==> src/rtl/dpu_pkg.sv <==
// Shared DPU definitions: PIO command codes, the PIO command payload and the
// PIO arbiter state encoding.
package dpu_pkg;

    localparam int unsigned PIO_TYPE_W = 3;
    localparam int unsigned PIO_DATA_W = 8;
    // Address width carried in the stored command payload; the arbiter's
    // ADDR_BITS port width is cast to/from this.
    localparam int unsigned PIO_ADDR_W = 24;

    localparam logic [PIO_TYPE_W-1:0] CMD_WRITE_BYTE       = 3'd0;
    localparam logic [PIO_TYPE_W-1:0] CMD_READ_BYTE        = 3'd2;
    localparam logic [PIO_TYPE_W-1:0] CMD_WRITE_SCALE      = 3'd5;
    localparam logic [PIO_TYPE_W-1:0] CMD_WRITE_LAYER_DESC = 3'd6;

    typedef struct packed {
        logic [PIO_TYPE_W-1:0] cmd_type;
        logic [PIO_ADDR_W-1:0] addr;
        logic [PIO_DATA_W-1:0] data;
    } pio_cmd_t;

    typedef enum logic [1:0] {
        ARB_IDLE     = 2'd0,
        ARB_ISSUE    = 2'd1,
        ARB_WAIT_RSP = 2'd2,
        ARB_HOLD     = 2'd3
    } arb_state_e;

endpackage

==> src/rtl/dpu_pio_arbiter.sv <==
// Two-master PIO arbiter in front of dpu_top.
//   m0_*  : CPU/AXI-Lite PIO path      m1_* : DMA path (m1_lock keeps grant)
//   cmd_* / rsp_* : single downstream PIO channel to dpu_top
//   grant, busy, stray_rsp, timeout_err, err_clr : status / sticky flags
// Optional: define DPU_PIO_ARB_TIMEOUT_EN to bound the read-response wait to
// RSP_TIMEOUT cycles; otherwise WAIT_RSP waits forever and timeout_err is 0.
module dpu_pio_arbiter
    import dpu_pkg::*;
#(
    parameter int unsigned ADDR_BITS   = 24,
    parameter int unsigned RSP_TIMEOUT = 1024
) (
    input  logic                 clk,
    input  logic                 rst_n,

    input  logic                 m0_cmd_valid,
    output logic                 m0_cmd_ready,
    input  logic [2:0]           m0_cmd_type,
    input  logic [ADDR_BITS-1:0] m0_cmd_addr,
    input  logic [7:0]           m0_cmd_data,
    output logic                 m0_rsp_valid,
    output logic [7:0]           m0_rsp_data,

    input  logic                 m1_cmd_valid,
    output logic                 m1_cmd_ready,
    input  logic [2:0]           m1_cmd_type,
    input  logic [ADDR_BITS-1:0] m1_cmd_addr,
    input  logic [7:0]           m1_cmd_data,
    output logic                 m1_rsp_valid,
    output logic [7:0]           m1_rsp_data,
    input  logic                 m1_lock,

    output logic                 cmd_valid,
    input  logic                 cmd_ready,
    output logic [2:0]           cmd_type,
    output logic [ADDR_BITS-1:0] cmd_addr,
    output logic [7:0]           cmd_data,
    input  logic                 rsp_valid,
    input  logic [7:0]           rsp_data,

    output logic                 grant,
    output logic                 busy,
    input  logic                 err_clr,
    output logic                 stray_rsp,
    output logic                 timeout_err
);

    localparam logic [1:0] ST_IDLE     = 2'(ARB_IDLE);
    localparam logic [1:0] ST_ISSUE    = 2'(ARB_ISSUE);
    localparam logic [1:0] ST_WAIT_RSP = 2'(ARB_WAIT_RSP);
    localparam logic [1:0] ST_HOLD     = 2'(ARB_HOLD);

    logic [1:0] state_q, state_d;
    logic       grant_q, grant_d;       // current owner, doubles as last-granted
    logic       cmd_valid_q, cmd_valid_d;
    pio_cmd_t   cmd_q, cmd_d;
    logic       busy_q;
    logic       stray_q, stray_d;

    logic       m0_eligible;
    logic       any_req;
    logic       sel;
    logic       tmo_hit;
    logic       rsp_fire;
    logic [7:0] rsp_payload;

`ifdef DPU_PIO_ARB_TIMEOUT_EN
    localparam int unsigned CNT_W = $clog2(RSP_TIMEOUT + 1);
    logic [CNT_W-1:0] cnt_q, cnt_d;
    logic             tmo_err_q, tmo_err_d;
`endif

    // Request selection: while the DMA holds the lock and owned the last
    // command, the CPU path is masked so the grant stays with m1.
    always_comb begin
        m0_eligible = m0_cmd_valid && !(m1_lock && grant_q);
        any_req     = m0_eligible || m1_cmd_valid;
        sel         = (m0_eligible && m1_cmd_valid) ? !grant_q : m1_cmd_valid;
    end

    // Response path: a real response or a synthesized timeout response.
`ifdef DPU_PIO_ARB_TIMEOUT_EN
    assign tmo_hit = (state_q == ST_WAIT_RSP) && !rsp_valid &&
                     (cnt_q == CNT_W'(RSP_TIMEOUT - 1));
`else
    assign tmo_hit = 1'b0;
`endif

    always_comb begin
        rsp_fire    = (state_q == ST_WAIT_RSP) && (rsp_valid || tmo_hit);
        rsp_payload = rsp_valid ? rsp_data : 8'h00;
    end

    // Next-state and flag logic.
    always_comb begin
        state_d     = state_q;
        grant_d     = grant_q;
        cmd_valid_d = cmd_valid_q;
        cmd_d       = cmd_q;
        stray_d     = stray_q;

        case (state_q)
            ST_IDLE: begin
                if (any_req) begin
                    state_d     = ST_ISSUE;
                    grant_d     = sel;
                    cmd_valid_d = 1'b1;
                    if (sel) begin
                        cmd_d.cmd_type = m1_cmd_type;
                        cmd_d.addr     = PIO_ADDR_W'(m1_cmd_addr);
                        cmd_d.data     = m1_cmd_data;
                    end else begin
                        cmd_d.cmd_type = m0_cmd_type;
                        cmd_d.addr     = PIO_ADDR_W'(m0_cmd_addr);
                        cmd_d.data     = m0_cmd_data;
                    end
                end
            end
            ST_ISSUE: begin
                if (cmd_ready) begin
                    cmd_valid_d = 1'b0;
                    state_d     = (cmd_q.cmd_type == CMD_READ_BYTE) ? ST_WAIT_RSP : ST_HOLD;
                end
            end
            ST_WAIT_RSP: begin
                if (rsp_fire) begin
                    state_d = ST_HOLD;
                end
            end
            default: begin
                // HOLD: one dead cycle so a requester still showing cmd_valid
                // from the previous command is not re-accepted.
                state_d = ST_IDLE;
            end
        endcase

        // Sticky flag: a set in the same cycle as err_clr wins.
        if (rsp_valid && (state_q != ST_WAIT_RSP)) begin
            stray_d = 1'b1;
        end else if (err_clr) begin
            stray_d = 1'b0;
        end
    end

`ifdef DPU_PIO_ARB_TIMEOUT_EN
    // Response wait counter, cleared whenever the FSM is outside WAIT_RSP.
    always_comb begin
        cnt_d     = (state_q == ST_WAIT_RSP) ? cnt_q + CNT_W'(1) : '0;
        tmo_err_d = tmo_err_q;
        if (tmo_hit) begin
            tmo_err_d = 1'b1;
        end else if (err_clr) begin
            tmo_err_d = 1'b0;
        end
    end

    always_ff @(posedge clk or negedge rst_n) begin
        if (!rst_n) begin
            cnt_q     <= '0;
            tmo_err_q <= 1'b0;
        end else begin
            cnt_q     <= cnt_d;
            tmo_err_q <= tmo_err_d;
        end
    end

    assign timeout_err = tmo_err_q;
`else
    assign timeout_err = 1'b0;
`endif

    // State and registered outputs.
    always_ff @(posedge clk or negedge rst_n) begin
        if (!rst_n) begin
            state_q     <= ST_IDLE;
            grant_q     <= 1'b0;
            cmd_valid_q <= 1'b0;
            cmd_q       <= '0;
            busy_q      <= 1'b0;
            stray_q     <= 1'b0;
        end else begin
            state_q     <= state_d;
            grant_q     <= grant_d;
            cmd_valid_q <= cmd_valid_d;
            cmd_q       <= cmd_d;
            busy_q      <= (state_d != ST_IDLE);
            stray_q     <= stray_d;
        end
    end

    assign cmd_valid = cmd_valid_q;
    assign cmd_type  = cmd_q.cmd_type;
    assign cmd_addr  = ADDR_BITS'(cmd_q.addr);
    assign cmd_data  = cmd_q.data;
    assign grant     = grant_q;
    assign busy      = busy_q;
    assign stray_rsp = stray_q;

    // Handshake and response steering follow the downstream channel in the
    // same cycle; they are qualified by state so reset silences them at once.
    assign m0_cmd_ready = (state_q == ST_ISSUE) && cmd_ready && !grant_q;
    assign m1_cmd_ready = (state_q == ST_ISSUE) && cmd_ready &&  grant_q;
    assign m0_rsp_valid = rsp_fire && !grant_q;
    assign m1_rsp_valid = rsp_fire &&  grant_q;
    assign m0_rsp_data  = m0_rsp_valid ? rsp_payload : 8'h00;
    assign m1_rsp_data  = m1_rsp_valid ? rsp_payload : 8'h00;

endmodule

==> config.mk <==
export PLATFORM = sky130hd
export DESIGN_NAME = dpu_pio_arbiter
export DESIGN_NICKNAME = d
export VERILOG_FILES = /design/src/rtl/dpu_pkg.sv /design/src/rtl/dpu_pio_arbiter.sv
export SDC_FILE = /design/constraint.sdc
export NUM_CORES = 1
export LEC_CHECK = 0
export ABC_AREA = 1
export BUFFER_PORTS_ARGS = -buffer_cell sky130_fd_sc_hd__buf_2
export CORE_UTILIZATION = 30
export DETAILED_ROUTE_END_ITERATION = 7
export HOLD_SLACK_MARGIN = 0.08
export PLACE_DENSITY = 0.66
export SYNTH_ARGS = -nofsm -noshare
export SYNTH_HDL_FRONTEND = slang
export SYNTH_SLANG_ARGS = --single-unit
==> constraint.sdc <==
create_clock -name clk -period 3.8 [get_ports clk]
set_input_delay 0.76 -clock clk [delete_from_list [all_inputs] [get_ports clk]]
set_output_delay 0.76 -clock clk [all_outputs]
set_load 0.1 [all_outputs]
Word level (Yosys, flattened, before mapping) --
Cells that the tools add are included.
Word-level totals: register bits 41, bits of input ports 86, output and inout port bits 60, word-level logic and storage cells 48
Cells by class: eq/ne operators 6, muxes and demuxes 15, reduce and logical (&&, ||, !) cells 19
Operators by type and width (count):
- $mux W35 | 1
- $mux W8 | 3
- $logic_and A1 B1 Y1 | 10
- $mux W1 | 6
- $mux W2 | 3
- $ne A2 B2 Y1 const B | 3
- $pmux W2 S3 | 1
- $reduce_bool A2 Y1 | 3
- $eq A3 B2 Y1 const B | 1
- $reduce_and A3 Y1 | 1
- $eq A2 B1 Y1 const B | 1
- $eq A2 B2 Y1 const B | 1
- $logic_not A1 Y1 | 2
- $logic_not A2 Y1 | 1
- $pmux W1 S2 | 1
- $reduce_and A2 Y1 | 1
- $logic_or A1 B1 Y1 | 1

Depth between registers and ports, before layout --
Gate-level depths: netlist of the first run.
depth after elaboration 7, gate-level depth with buffers 8, depth with buffers taken out 6

Worst setup path before layout of the first run --
Ideal clock, no wire load.
path kind register to output, start register grant_q (netlist: grant), end output port m1_rsp_data[0], arrival 2.577 ns, required time 3.040 ns, slack 0.463 ns, stages on the path, launching flop included 4, path buffers 1, cell sequence dfrtp_1 buf_6 nand2_1 nor2_1
Between the ends: cells in the longest elaborated chain, start to end 2
RTL lines:
- start: declaration | RTL line dpu_pio_arbiter.sv:54 | logic grant_q, grant_d;
- start signal: assignment | RTL line dpu_pio_arbiter.sv:183 | grant_q <= grant_d;
- $logic_and A1 B1 Y1 | RTL line dpu_pio_arbiter.sv:204 | assign m1_rsp_valid = rsp_fire && grant_q;
- $mux W8 | RTL line dpu_pio_arbiter.sv:206 | assign m1_rsp_data = m1_rsp_valid ? rsp_payload : 8'h00;
- end: declaration | RTL line dpu_pio_arbiter.sv:30 | output logic [7:0] m1_rsp_data,
No other way between the ends.

Final worst setup path of the first run --
start input port rsp_valid, end output port m1_rsp_data[0]
Between the ends: cells in the longest elaborated chain, start to end 3, elaborated cells on any way between the ends 4, those cells by class mux: 2; reduce/logical: 2
RTL lines:
- start: declaration | RTL line dpu_pio_arbiter.sv:38 | input logic rsp_valid,
- $logic_and A1 B1 Y1 | RTL line dpu_pio_arbiter.sv:90 | rsp_fire = (state_q == ST_WAIT_RSP) && (rsp_valid || tmo_hit);
- $logic_and A1 B1 Y1 | RTL line dpu_pio_arbiter.sv:204
- $mux W8 (*) | RTL line dpu_pio_arbiter.sv:206
Every way passes the cells marked *; elsewhere a longest branch is shown, timed or not.

==> out/qor.json, run 1 <==
{
  "finish": {
    "finalCoreUtilization_pct": 41.9,
    "fin_nets": 554,
    "layout_cells_sized_above_1_pct": 35.9,
    "number_of_inserted_diodes": 0,
    "syn_to_final_growth_pct": 34.0,
    "final_area_sq_um": 3270
  },
  "detailed_routing": {
    "vias": 2512,
    "drt-wirelength-per-cell_microns": 11.2,
    "route.detailed.drc": 0,
    "detail_route.wirelength_mm": 6.38,
    "drtPass1Iterations": 4,
    "drt_initial_violations": 49,
    "postRouteAntennaNets": 0,
    "vias_per_cell": 4.41
  },
  "logic_synthesis": {
    "synth_fp_nets": 420,
    "synth.ff_latch_count": 41,
    "ys_seq_area_share_pct": 42.0,
    "synth.avg_cell_area_sq_um": 7.32,
    "post_syn_instances": 334,
    "ys_warn_count": 0,
    "netlist_area_sq_um": 2440,
    "synth-main-ff-cell": "sky130_fd_sc_hd__dfrtp_1",
    "synth_cell_type_count": 18,
    "synth-edff-count": 0,
    "postSynth.asyncResetShare_pct": 100
  },
  "clocking": {
    "path_clk_slew_ns": 0.07,
    "cts_num_sinks": 41,
    "cts_post_setup_buffers_inserted": 0,
    "post_cts_resized": 0,
    "cts.root.buffer_cell": "sky130_fd_sc_hd__clkbuf_8",
    "cts.path.max_buffers": 2,
    "clk_latency_worst_skew_pair_ns": 0.29,
    "clock_tree_from_tritoncts": "done",
    "htree_levels": 2,
    "cts_buffers": 5,
    "post_cts_hold_buffer_count": 0
  },
  "grt": {
    "global_route_wire_length_before_repair_mm": 10.6,
    "globalRoute.totalOverflow": 0,
    "grt_pass1_vias": 2401,
    "grt_start_max_net_pins": 42,
    "gr_util_all_layers_pct": 15.6,
    "grt_antenna_before_repair": 0
  },
  "floorplan": {
    "placement_rows": 32,
    "fp.dieW_microns": 92.3,
    "core_sq_um": 7810,
    "floorplan.die_area_sq_um": 8510,
    "chip_height_microns": 92.3,
    "ios": 146,
    "initial_utilization_pct": 31.3
  },
  "worst_setup_path": {
    "r2r_endpoint": "cmd_addr[23]$_DFFE_PN0P_",
    "timing.setup.critical_path_class": "primary input to output pin",
    "arrival_ns": 1.84,
    "critical_path.startpoint_type": "primary input",
    "timing.critical_path.required_ns": 3.04,
    "worstPathMaxFanout": 9,
    "critical_path.endpoint_type": "output pin",
    "worstReg2RegStart": "grant$_DFFE_PN0P_",
    "r2r_slack_ns": 1.73,
    "worstRegToRegCells": 5
  },
  "flow_run": {
    "total_of_max_cap_violations": 0
  },
  "place": {
    "globalplace.congestion": 0.741,
    "placed_inst_area_sq_um": 3190,
    "dp_hpwl_mm": 4.68,
    "port_buffers": 144
  },
  "timing": {
    "setup_viol_count_final": 0,
    "final-max-slew-violation-count": 0,
    "worst-slew-pin-transition_ns": 1.07,
    "totalNegativeSetupSlack_ns": 0,
    "final_period_minus_worst_setup_slack_ns": 2.60,
    "worst_slew_margin_rel_pct": 28.2,
    "period_share_pct": 68.4,
    "report.final.hold_viol_count": 0,
    "finClkSkew_ns": 0.00542,
    "setup_repair_after_global_routing_missed_its_margin": "no",
    "max_freq_mhz": 385
  },
  "hold_path": {
    "holdPathEnd": "cmd_addr[21]$_DFFE_PN0P_",
    "worstHoldPathType": "register to register",
    "worst_hold_path.num_cells": 2,
    "hold_path.startpoint": "cmd_addr[21]$_DFFE_PN0P_"
  },
  "outcome": {
    "run_status": "finished clean"
  }
}
[per-layer routing]
metal	vias to the layer above	share of wire, %	track usage (%)
li1	1277	-	-
met3	6	6.1	3.48
met5	-	0	0
met2	89	50	28.9
met1	1140	43	17.7
met4	0	0.80	4.43
[flip-flops by register name, summed over array words and instances, names as in the netlist]
signal / flops
cmd_addr: 24
cmd_data: 8
cmd_type: 3
state_q: 2
busy: 1
cmd_valid: 1
grant: 1
stray_rsp: 1
[logic make-up after synthesis]
group                  share of synthesized area (%)
buffers and inverters                           13.3
other                                          0.153
AND/OR/NAND/NOR                                 43.3
AO/OA/AOI/OAI                                   1.28
flip-flops                                      42.0
[through the flow]
stage | setup slack [ns] | hold slack (ns) | instances
5_1_grt | 1.09 | 0.506 | 570
2_1_floorplan | 0.463 | 0.464 | 334
4_1_cts | 1.19 | 0.481 | 570
3_5_place_dp | 1.19 | 0.461 | 563
3_3_place_gp | 1.22 | 0.460 | 563
6_report | 1.20 | 0.476 | 570
[critical path, cell delays in order]
cell and delay (ns):
sky130_fd_sc_hd__buf_2 0.09, sky130_fd_sc_hd__nand3_1 0.11, sky130_fd_sc_hd__inv_1 0.09, sky130_fd_sc_hd__nand2_1 0.19
sky130_fd_sc_hd__nor2_1 0.15, sky130_fd_sc_hd__buf_2 0.44
[worst max-delay path by stage]
| stage | endpoint | cells after the start | from |
|---|---|---|---|
| 2_1_floorplan | m1_rsp_data[0] | 3 | grant$_DFFE_PN0P_ |
| 3_5_place_dp | m1_rsp_data[6] | 6 | rsp_valid |
| 3_3_place_gp | m1_rsp_data[6] | 6 | rsp_valid |
| 5_1_grt | m1_rsp_data[6] | 6 | rsp_valid |
| 6_report | m1_rsp_data[0] | 6 | rsp_valid |
| 4_1_cts | m1_rsp_data[6] | 6 | rsp_valid |
[cells in the mapped netlist (2+ instances only)]
cell | number | share of area [%]
sky130_fd_sc_hd__nand3_1 | 29 | 5.9
sky130_fd_sc_hd__buf_4 | 2 | 0.61
sky130_fd_sc_hd__buf_6 | 4 | 1.8
sky130_fd_sc_hd__nand3b_1 | 35 | 11
sky130_fd_sc_hd__nand2_1 | 115 | 18
sky130_fd_sc_hd__o21ai_0 | 3 | 0.61
sky130_fd_sc_hd__clkbuf_1 | 5 | 0.77
sky130_fd_sc_hd__nand3_2 | 10 | 4.1
sky130_fd_sc_hd__dfrtp_1 | 41 | 42
sky130_fd_sc_hd__buf_2 | 8 | 1.6
sky130_fd_sc_hd__inv_1 | 54 | 8.3
sky130_fd_sc_hd__nor2_1 | 20 | 3.1
sky130_fd_sc_hd__nand2_2 | 3 | 0.77
[placed cells by master, fill, tap and decap left out, drive strengths merged]
master and instances:
inv 55, nand4 1, conb 1, nor2 20, dfrtp 41, nand3b 35
nand2 118, clkbuf 7, a21oi 1, nand3 40, buf 146, o21ai 3
[cell type report]
class	count	area, sq um
Sequential cell	41	1030
Multi-Input combinational cell	219	1090
Tap cell	102	128
Fill cell	842	4530
Clock buffer	7	86.3
Timing Repair Buffer	146	736
Inverter	55	206
Power of run 1 is not shown: default switching activity piles up to over one toggle a cycle in this logic, so the estimate is an artifact.
==> run 2: changes to the inputs <==
--- a/config.mk
+++ b/config.mk
@@ -10,7 +10,7 @@
 export CORE_UTILIZATION = 30
 export DETAILED_ROUTE_END_ITERATION = 7
 export HOLD_SLACK_MARGIN = 0.08
-export PLACE_DENSITY = 0.66
+export PLACE_DENSITY = 0.68
 export SYNTH_ARGS = -nofsm -noshare
 export SYNTH_HDL_FRONTEND = slang
 export SYNTH_SLANG_ARGS = --single-unit
==> constraint.sdc (replaced) <==
create_clock -name clk -period 2.28 [get_ports clk]
set_input_delay 0.456 -clock clk [delete_from_list [all_inputs] [get_ports clk]]
set_output_delay 0.456 -clock clk [all_outputs]
set_load 0.1 [all_outputs]
==> run 2 against run 1 <==
Critical path depth unchanged. Final cell count increased by 1.4%. Worst hold slack lost 0.27 ns. First-iteration DRC count is 27% higher. Wire length up 7.0%. Clock skew is essentially flat. Non-clock buffer count increased by 7. Critical endpoint is now m1_rsp_valid. Flip-flop and latch count unchanged.
==> out/qor.json, run 2 (synthesized netlist as in run 1, its figures left out) <==
{
  "floorplan": {
    "floorplan.die_area": {"value": 8510, "unit": "sq um", "change": "unchanged"},
    "initial_utilization": {"value": 31.3, "unit": "%", "change": "unchanged"},
    "placement_rows": {"value": 32, "change": "unchanged"},
    "core": {"value": 7810, "unit": "sq um", "change": "unchanged"},
    "ios": {"value": 146, "change": "unchanged"},
    "fp.dieW": {"value": 92.3, "unit": "microns", "change": "unchanged"},
    "chip_height": {"value": 92.3, "unit": "microns", "change": "unchanged"}
  },
  "timing": {
    "max_freq_mhz": 461,
    "report.final.hold_viol_count": {"value": 0, "change": "unchanged"},
    "period_share_pct": 95.2,
    "setup_viol_count_final": {"value": 0, "change": "unchanged"},
    "hold_ws": {"value": 0.203, "unit": "ns", "change": "-0.273 ns"},
    "setup_repair_after_global_routing_missed_its_margin": "no",
    "finClkSkew": {"value": 0.00580, "unit": "ns", "change": "+0.000377 ns"},
    "totalNegativeSetupSlack": {"value": 0, "unit": "ns", "change": "unchanged"},
    "worst_slew_margin_rel": {"value": 54.8, "unit": "%", "change": "+27 points"},
    "final-max-slew-violation-count": {"value": 0, "change": "unchanged"},
    "final_period_minus_worst_setup_slack_ns": 2.17,
    "worst-slew-pin-transition": {"value": 0.678, "unit": "ns", "change": "-0.396 ns"}
  },
  "worst_setup_path": {
    "timing.critical_path.required": {"value": 1.82, "unit": "ns", "change": "-1.22 ns"},
    "worstPathMaxFanout": {"value": 9, "change": "unchanged"},
    "cp_num_buf_inv": {"value": 4, "change": "+1"},
    "critical_path.slowest_cell": "sky130_fd_sc_hd__dfrtp_1",
    "timing.setup.critical_path_class": "register to output pin",
    "cp_common_cell": "sky130_fd_sc_hd__inv_1",
    "critical_path.top_delay_family": "buffers and inverters",
    "arrival": {"value": 1.71, "unit": "ns", "change": "-0.13 ns"},
    "worstPathCellList": "inv_1 > nand3_1 > inv_1 > nand2_2 > clkinvlp_4 > buf_12",
    "critical_path.startpoint_type": "register",
    "worst_path_largest_cell_delay": {"value": 0.38, "unit": "ns", "change": "-0.06 ns"},
    "critical_path.endpoint_type": "output pin",
    "r2r_slack": {"value": 0.88, "unit": "ns", "change": "-0.85 ns"}
  },
  "finish": {
    "number_of_inserted_diodes": {"value": 0, "change": "unchanged"},
    "fin_nets": {"value": 561, "change": "+1.3%"},
    "layout.cells.most_common_list": "126 x sky130_fd_sc_hd__buf_2, 113 x sky130_fd_sc_hd__nand2_1, 52 x sky130_fd_sc_hd__inv_1",
    "syn_to_final_growth_pct": 52.6,
    "fillerInstances": {"value": 783, "change": "-7.0%"},
    "stdcell_count": {"value": 578, "change": "+1.4%"},
    "layout_commonest_cell": "sky130_fd_sc_hd__buf_2",
    "layout_cells_sized_above_1": {"value": 41.4, "unit": "%", "change": "+5.5 points"},
    "largest_reg_flops": {"value": 24, "change": "unchanged"}
  },
  "place": {
    "dp_hpwl": {"value": 5.42, "unit": "mm", "change": "+16%"},
    "place.detailed.instances": {"value": 570, "change": "+1.2%"},
    "globalplace.congestion": {"value": 0.770, "change": "+4.0%"},
    "port_buffers": {"value": 144, "change": "unchanged"}
  },
  "clocking": {
    "path_clk_slew": {"value": 0.08, "unit": "ns", "change": "about the same"},
    "cts.path.max_buffers": {"value": 2, "change": "unchanged"},
    "cts.root.buffer_cell": "sky130_fd_sc_hd__clkbuf_8",
    "cts_buffers": {"value": 5, "change": "unchanged"},
    "clock_tree_from_tritoncts": "done",
    "cts_num_sinks": {"value": 41, "change": "unchanged"},
    "cts_post_setup_buffers_inserted": {"value": 0, "change": "unchanged"},
    "post_cts_resized": {"value": 0, "change": "unchanged"},
    "htree_levels": {"value": 2, "change": "unchanged"},
    "post_cts_hold_buffer_count": {"value": 0, "change": "unchanged"},
    "clk_latency_worst_skew_pair": {"value": 0.29, "unit": "ns", "change": "about the same"}
  },
  "outcome": {
    "run_status": "finished clean"
  },
  "detailed_routing": {
    "drt-wirelength-per-cell": {"value": 11.8, "unit": "microns", "change": "+5.6%"},
    "drtPass1Iterations": {"value": 6, "change": "+2"},
    "vias": {"value": 2573, "change": "+2.4%"},
    "vias_per_cell": {"value": 4.45, "change": "+1.0%"},
    "postRouteAntennaNets": {"value": 0, "change": "unchanged"},
    "route.detailed.drc": {"value": 0, "change": "unchanged"},
    "drt_initial_violations": {"value": 62, "change": "+27%"},
    "detail_route.wirelength": {"value": 6.83, "unit": "mm", "change": "+7.0%"}
  },
  "grt": {
    "grt_start_max_net_pins": {"value": 36, "change": "-14%"},
    "gr_util_all_layers": {"value": 17.3, "unit": "%", "change": "+1.7 points"},
    "globalRoute.totalOverflow": {"value": 0, "change": "unchanged"},
    "global_route_wire_length_before_repair": {"value": 11.8, "unit": "mm", "change": "+11%"},
    "grt_antenna_before_repair": {"value": 0, "change": "unchanged"},
    "grt_pass1_vias": {"value": 2581, "change": "+7.5%"}
  },
  "hold_path": {
    "worstHoldPathType": "primary input to async pin"
  },
  "flow_run": {
    "total_of_max_cap_violations": {"value": 0, "change": "unchanged"}
  }
}
==> run 2: final timing paths <==
kind,startpoint,to,cells past startpoint
worst max-delay path,state_q[0]$_DFF_PN0_,m1_rsp_valid,6
worst min-delay path,rst_n,cmd_data[2]$_DFFE_PN0P_,1
worst max register to register,grant$_DFFE_PN0P_,cmd_addr[19]$_DFFE_PN0P_,5
worst min register to register,cmd_addr[14]$_DFFE_PN0P_,cmd_addr[14]$_DFFE_PN0P_,2
max in group asynchronous,rst_n,cmd_addr[1]$_DFFE_PN0P_,2
min in group clk,err_clr,stray_rsp$_DFFE_PN0P_,2
==> run 2: stage by stage <==
stage	area, sq um	util [%]	worst slack [ns]
floorplan	2580	-	0.00801
global placement	3650	46.7	0.310
detailed placement	3650	46.7	0.282
CTS	3730	47.8	0.102
global route	3730	47.8	0.0202
finish	3730	47.8	0.109
==> run 2: metal layers <==
metal	wire [microns]	vias up	track usage, %	share of wire (%)
met5	0	-	0	0
met4	99	0	4.56	1.4
met3	419	10	3.98	6.1
met2	3470	95	31.6	51
met1	2840	1175	20.2	42
li1	-	1293	-	-
==> run 2: area by class of cell <==
type,count,area [sq um],share of cell area (%)
inverters,55,214,5.74
clock buffers,8,80.1,2.15
multi-input cells,219,1220,32.8
well taps,102,128,3.42
repair buffers,153,1060,28.4
flip-flops and latches,41,1030,27.5
==> run 2: worst reg2reg max path, stage by stage (launching register included) <==
cell and delay (ns):
sky130_fd_sc_hd__dfrtp_2 0.48, sky130_fd_sc_hd__nand3_4 0.11, sky130_fd_sc_hd__buf_4 0.33, sky130_fd_sc_hd__nand3b_1 0.19, sky130_fd_sc_hd__nand3_1 0.12, sky130_fd_sc_hd__nand2_1 0.05
Power of run 2 is left out for the same reason.
==> run 3: changes to the inputs <==
--- a/config.mk
+++ b/config.mk
@@ -7,10 +7,10 @@
 export LEC_CHECK = 0
 export ABC_AREA = 1
 export BUFFER_PORTS_ARGS = -buffer_cell sky130_fd_sc_hd__buf_2
-export CORE_UTILIZATION = 30
+export CORE_UTILIZATION = 31
 export DETAILED_ROUTE_END_ITERATION = 7
 export HOLD_SLACK_MARGIN = 0.08
-export PLACE_DENSITY = 0.68
+export PLACE_DENSITY = 0.7
 export SYNTH_ARGS = -nofsm -noshare
 export SYNTH_HDL_FRONTEND = slang
 export SYNTH_SLANG_ARGS = --single-unit
==> run 3 against run 2 <==
First-iteration DRC count unchanged. Die area decreased by 3.2%. Worst hold slack got worse by 0.016 ns. Via count decreased by 1.2%. Maximum frequency decreased by 0.35%. Non-clock buffer count decreased by 1.
==> out/qor.json, run 3 (synthesized netlist as in run 1, its figures left out) <==
{
  "outcome": {
    "run_status": "finished clean"
  },
  "clocking": {
    "cts_post_setup_buffers_inserted": {"value": 0, "change": "unchanged"},
    "cts_buffers": {"value": 5, "change": "unchanged"},
    "post_cts_resized": {"value": 0, "change": "unchanged"},
    "post_cts_hold_buffer_count": {"value": 0, "change": "unchanged"},
    "path_clk_slew": {"value": 0.07, "unit": "ns", "change": "about the same"},
    "clock_tree_from_tritoncts": "done",
    "cts_num_sinks": {"value": 41, "change": "unchanged"},
    "cts.path.max_buffers": {"value": 2, "change": "unchanged"},
    "htree_levels": {"value": 2, "change": "unchanged"},
    "clk_latency_worst_skew_pair": {"value": 0.28, "unit": "ns", "change": "about the same"},
    "cts.root.buffer_cell": "sky130_fd_sc_hd__clkbuf_8"
  },
  "floorplan": {
    "ios": {"value": 146, "change": "unchanged"},
    "fp.dieW": {"value": 90.8, "unit": "microns", "change": "-1.6%"},
    "floorplan.die_area": {"value": 8240, "unit": "sq um", "change": "-3.2%"},
    "placement_rows": {"value": 32, "change": "unchanged"},
    "initial_utilization": {"value": 31.8, "unit": "%", "change": "+0.49 points"},
    "chip_height": {"value": 90.8, "unit": "microns", "change": "-1.6%"},
    "core": {"value": 7690, "unit": "sq um", "change": "-1.5%"}
  },
  "grt": {
    "global_route_wire_length_before_repair": {"value": 11.4, "unit": "mm", "change": "-3.1%"},
    "grt_antenna_before_repair": {"value": 0, "change": "unchanged"},
    "grt_start_max_net_pins": {"value": 37, "change": "+2.8%"},
    "globalRoute.totalOverflow": {"value": 0, "change": "unchanged"},
    "gr-max-usage-layer": "met2",
    "global_route.usage.met3": {"value": 4.63, "unit": "%", "change": "+0.65 points"},
    "grt_pass1_vias": {"value": 2445, "change": "-5.3%"},
    "use_met1": {"value": 20.7, "unit": "%", "change": "+0.49 points"},
    "gr_util_all_layers": {"value": 17.0, "unit": "%", "change": "-0.35 points"},
    "met2_track_demand_over_resource": {"value": 29.9, "unit": "%", "change": "-1.7 points"}
  },
  "detailed_routing": {
    "vias": {"value": 2541, "change": "-1.2%"},
    "detail_route.wirelength": {"value": 6.80, "unit": "mm", "change": "-0.40%"},
    "drt_initial_violations": {"value": 62, "change": "unchanged"},
    "route.detailed.drc": {"value": 0, "change": "unchanged"},
    "drt-wirelength-per-cell": {"value": 11.8, "unit": "microns", "change": "-0.22%"},
    "postRouteAntennaNets": {"value": 0, "change": "unchanged"},
    "drtPass1Iterations": {"value": 4, "change": "-2"},
    "vias_per_cell": {"value": 4.40, "change": "-1.1%"}
  },
  "flow_run": {
    "total_of_max_cap_violations": {"value": 0, "change": "unchanged"}
  },
  "hold_path": {
    "worstHoldPathType": "primary input to async pin"
  },
  "place": {
    "globalplace.congestion": {"value": 0.793, "change": "+2.9%"},
    "dp_hpwl": {"value": 5.26, "unit": "mm", "change": "-3.1%"},
    "port_buffers": {"value": 144, "change": "unchanged"}
  },
  "worst_setup_path": {
    "critical_path.startpoint": "state_q[1]$_DFF_PN0_",
    "timing.critical_path.required": {"value": 1.82, "unit": "ns", "change": "about the same"},
    "worstReg2RegStart": "grant$_DFFE_PN0P_",
    "arrival": {"value": 1.72, "unit": "ns", "change": "about the same"},
    "critical_path.startpoint_type": "register",
    "worstPathMaxFanout": {"value": 9, "change": "unchanged"},
    "timing.setup.critical_path_class": "register to output pin",
    "critical_path.endpoint_type": "output pin"
  },
  "timing": {
    "worst-slew-pin-transition": {"value": 0.683, "unit": "ns", "change": "+0.00496 ns"},
    "setup_repair_after_global_routing_missed_its_margin": "no",
    "period_share": {"value": 95.5, "unit": "%", "change": "+0.33 points"},
    "totalNegativeSetupSlack": {"value": 0, "unit": "ns", "change": "unchanged"},
    "setup_viol_count_final": {"value": 0, "change": "unchanged"},
    "report.final.hold_viol_count": {"value": 0, "change": "unchanged"},
    "max_freq": {"value": 459, "unit": "MHz", "change": "-0.35%"},
    "finClkSkew": {"value": 0.00626, "unit": "ns", "change": "+0.000460 ns"},
    "final_period_minus_worst_setup_slack": {"value": 2.18, "unit": "ns", "change": "+0.00752 ns"},
    "worst_slew_margin_rel": {"value": 54.3, "unit": "%", "change": "-0.49 points"},
    "final-max-slew-violation-count": {"value": 0, "change": "unchanged"}
  },
  "finish": {
    "number_of_inserted_diodes": {"value": 0, "change": "unchanged"},
    "layout.cells.most_common_list": "126 x sky130_fd_sc_hd__buf_2, 113 x sky130_fd_sc_hd__nand2_1, 52 x sky130_fd_sc_hd__inv_1",
    "largest_reg_flops": {"value": 24, "change": "unchanged"},
    "layout_commonest_cell": "sky130_fd_sc_hd__buf_2",
    "layout_cells_sized_above_1": {"value": 41.3, "unit": "%", "change": "-0.12 points"},
    "fin_nets": {"value": 560, "change": "-0.18%"},
    "syn_to_final_growth_pct": 52.3
  }
}
-- run 3: worst paths after layout --
kind                                                 end  slack (ns)  cells after the start
worst min-delay path            cmd_addr[13]$_DFFE_PN0P_        0.19                      1
worst max-delay path                        m0_rsp_valid        0.10                      5
worst min register to register  cmd_addr[18]$_DFFE_PN0P_        0.47                      2
worst max register to register   cmd_addr[5]$_DFFE_PN0P_        0.79                      5
min in group clk                   stray_rsp$_DFFE_PN0P_        0.39                      2
max in group asynchronous       cmd_addr[12]$_DFFE_PN0P_        1.52                      2
-- run 3: metrics by stage --
step,area (sq um),instances,setup slack [ns],hold WS (ns),utilization (%)
after global routing,3720,577,0.00251,0.228,48.4
after detailed placement,3640,569,0.265,0.461,47.4
after global placement,3640,569,0.305,0.459,47.4
after CTS,3720,577,0.0886,0.204,48.4
after floorplan,2580,334,0.00801,0.160,-
final,3720,577,0.102,0.187,48.4
-- run 3: critical path: stages (launching register included) --
cell	delay, ns
sky130_fd_sc_hd__dfrtp_1	0.42
sky130_fd_sc_hd__nand3_1	0.15
sky130_fd_sc_hd__inv_1	0.09
sky130_fd_sc_hd__nand2_2	0.37
sky130_fd_sc_hd__clkinvlp_4	0.21
sky130_fd_sc_hd__buf_12	0.20
-- run 3: final cells by class --
type                            instances  area (sq um)
Clock buffer                            8          80.1
Fill cell                             788          3970
Inverter                               55           214
Multi-Input combinational cell        219          1220
Sequential cell                        41          1030
Tap cell                              102           128
Timing Repair Buffer                  152          1050
-- run 3: routing by layer --
metal / wire [microns] / share of wire, %
met3: 459 / 6.7
met4: 52 / 0.76
met2: 3280 / 48
met5: 0 / 0
met1: 3010 / 44
Power of run 3 is left out for the same reason.
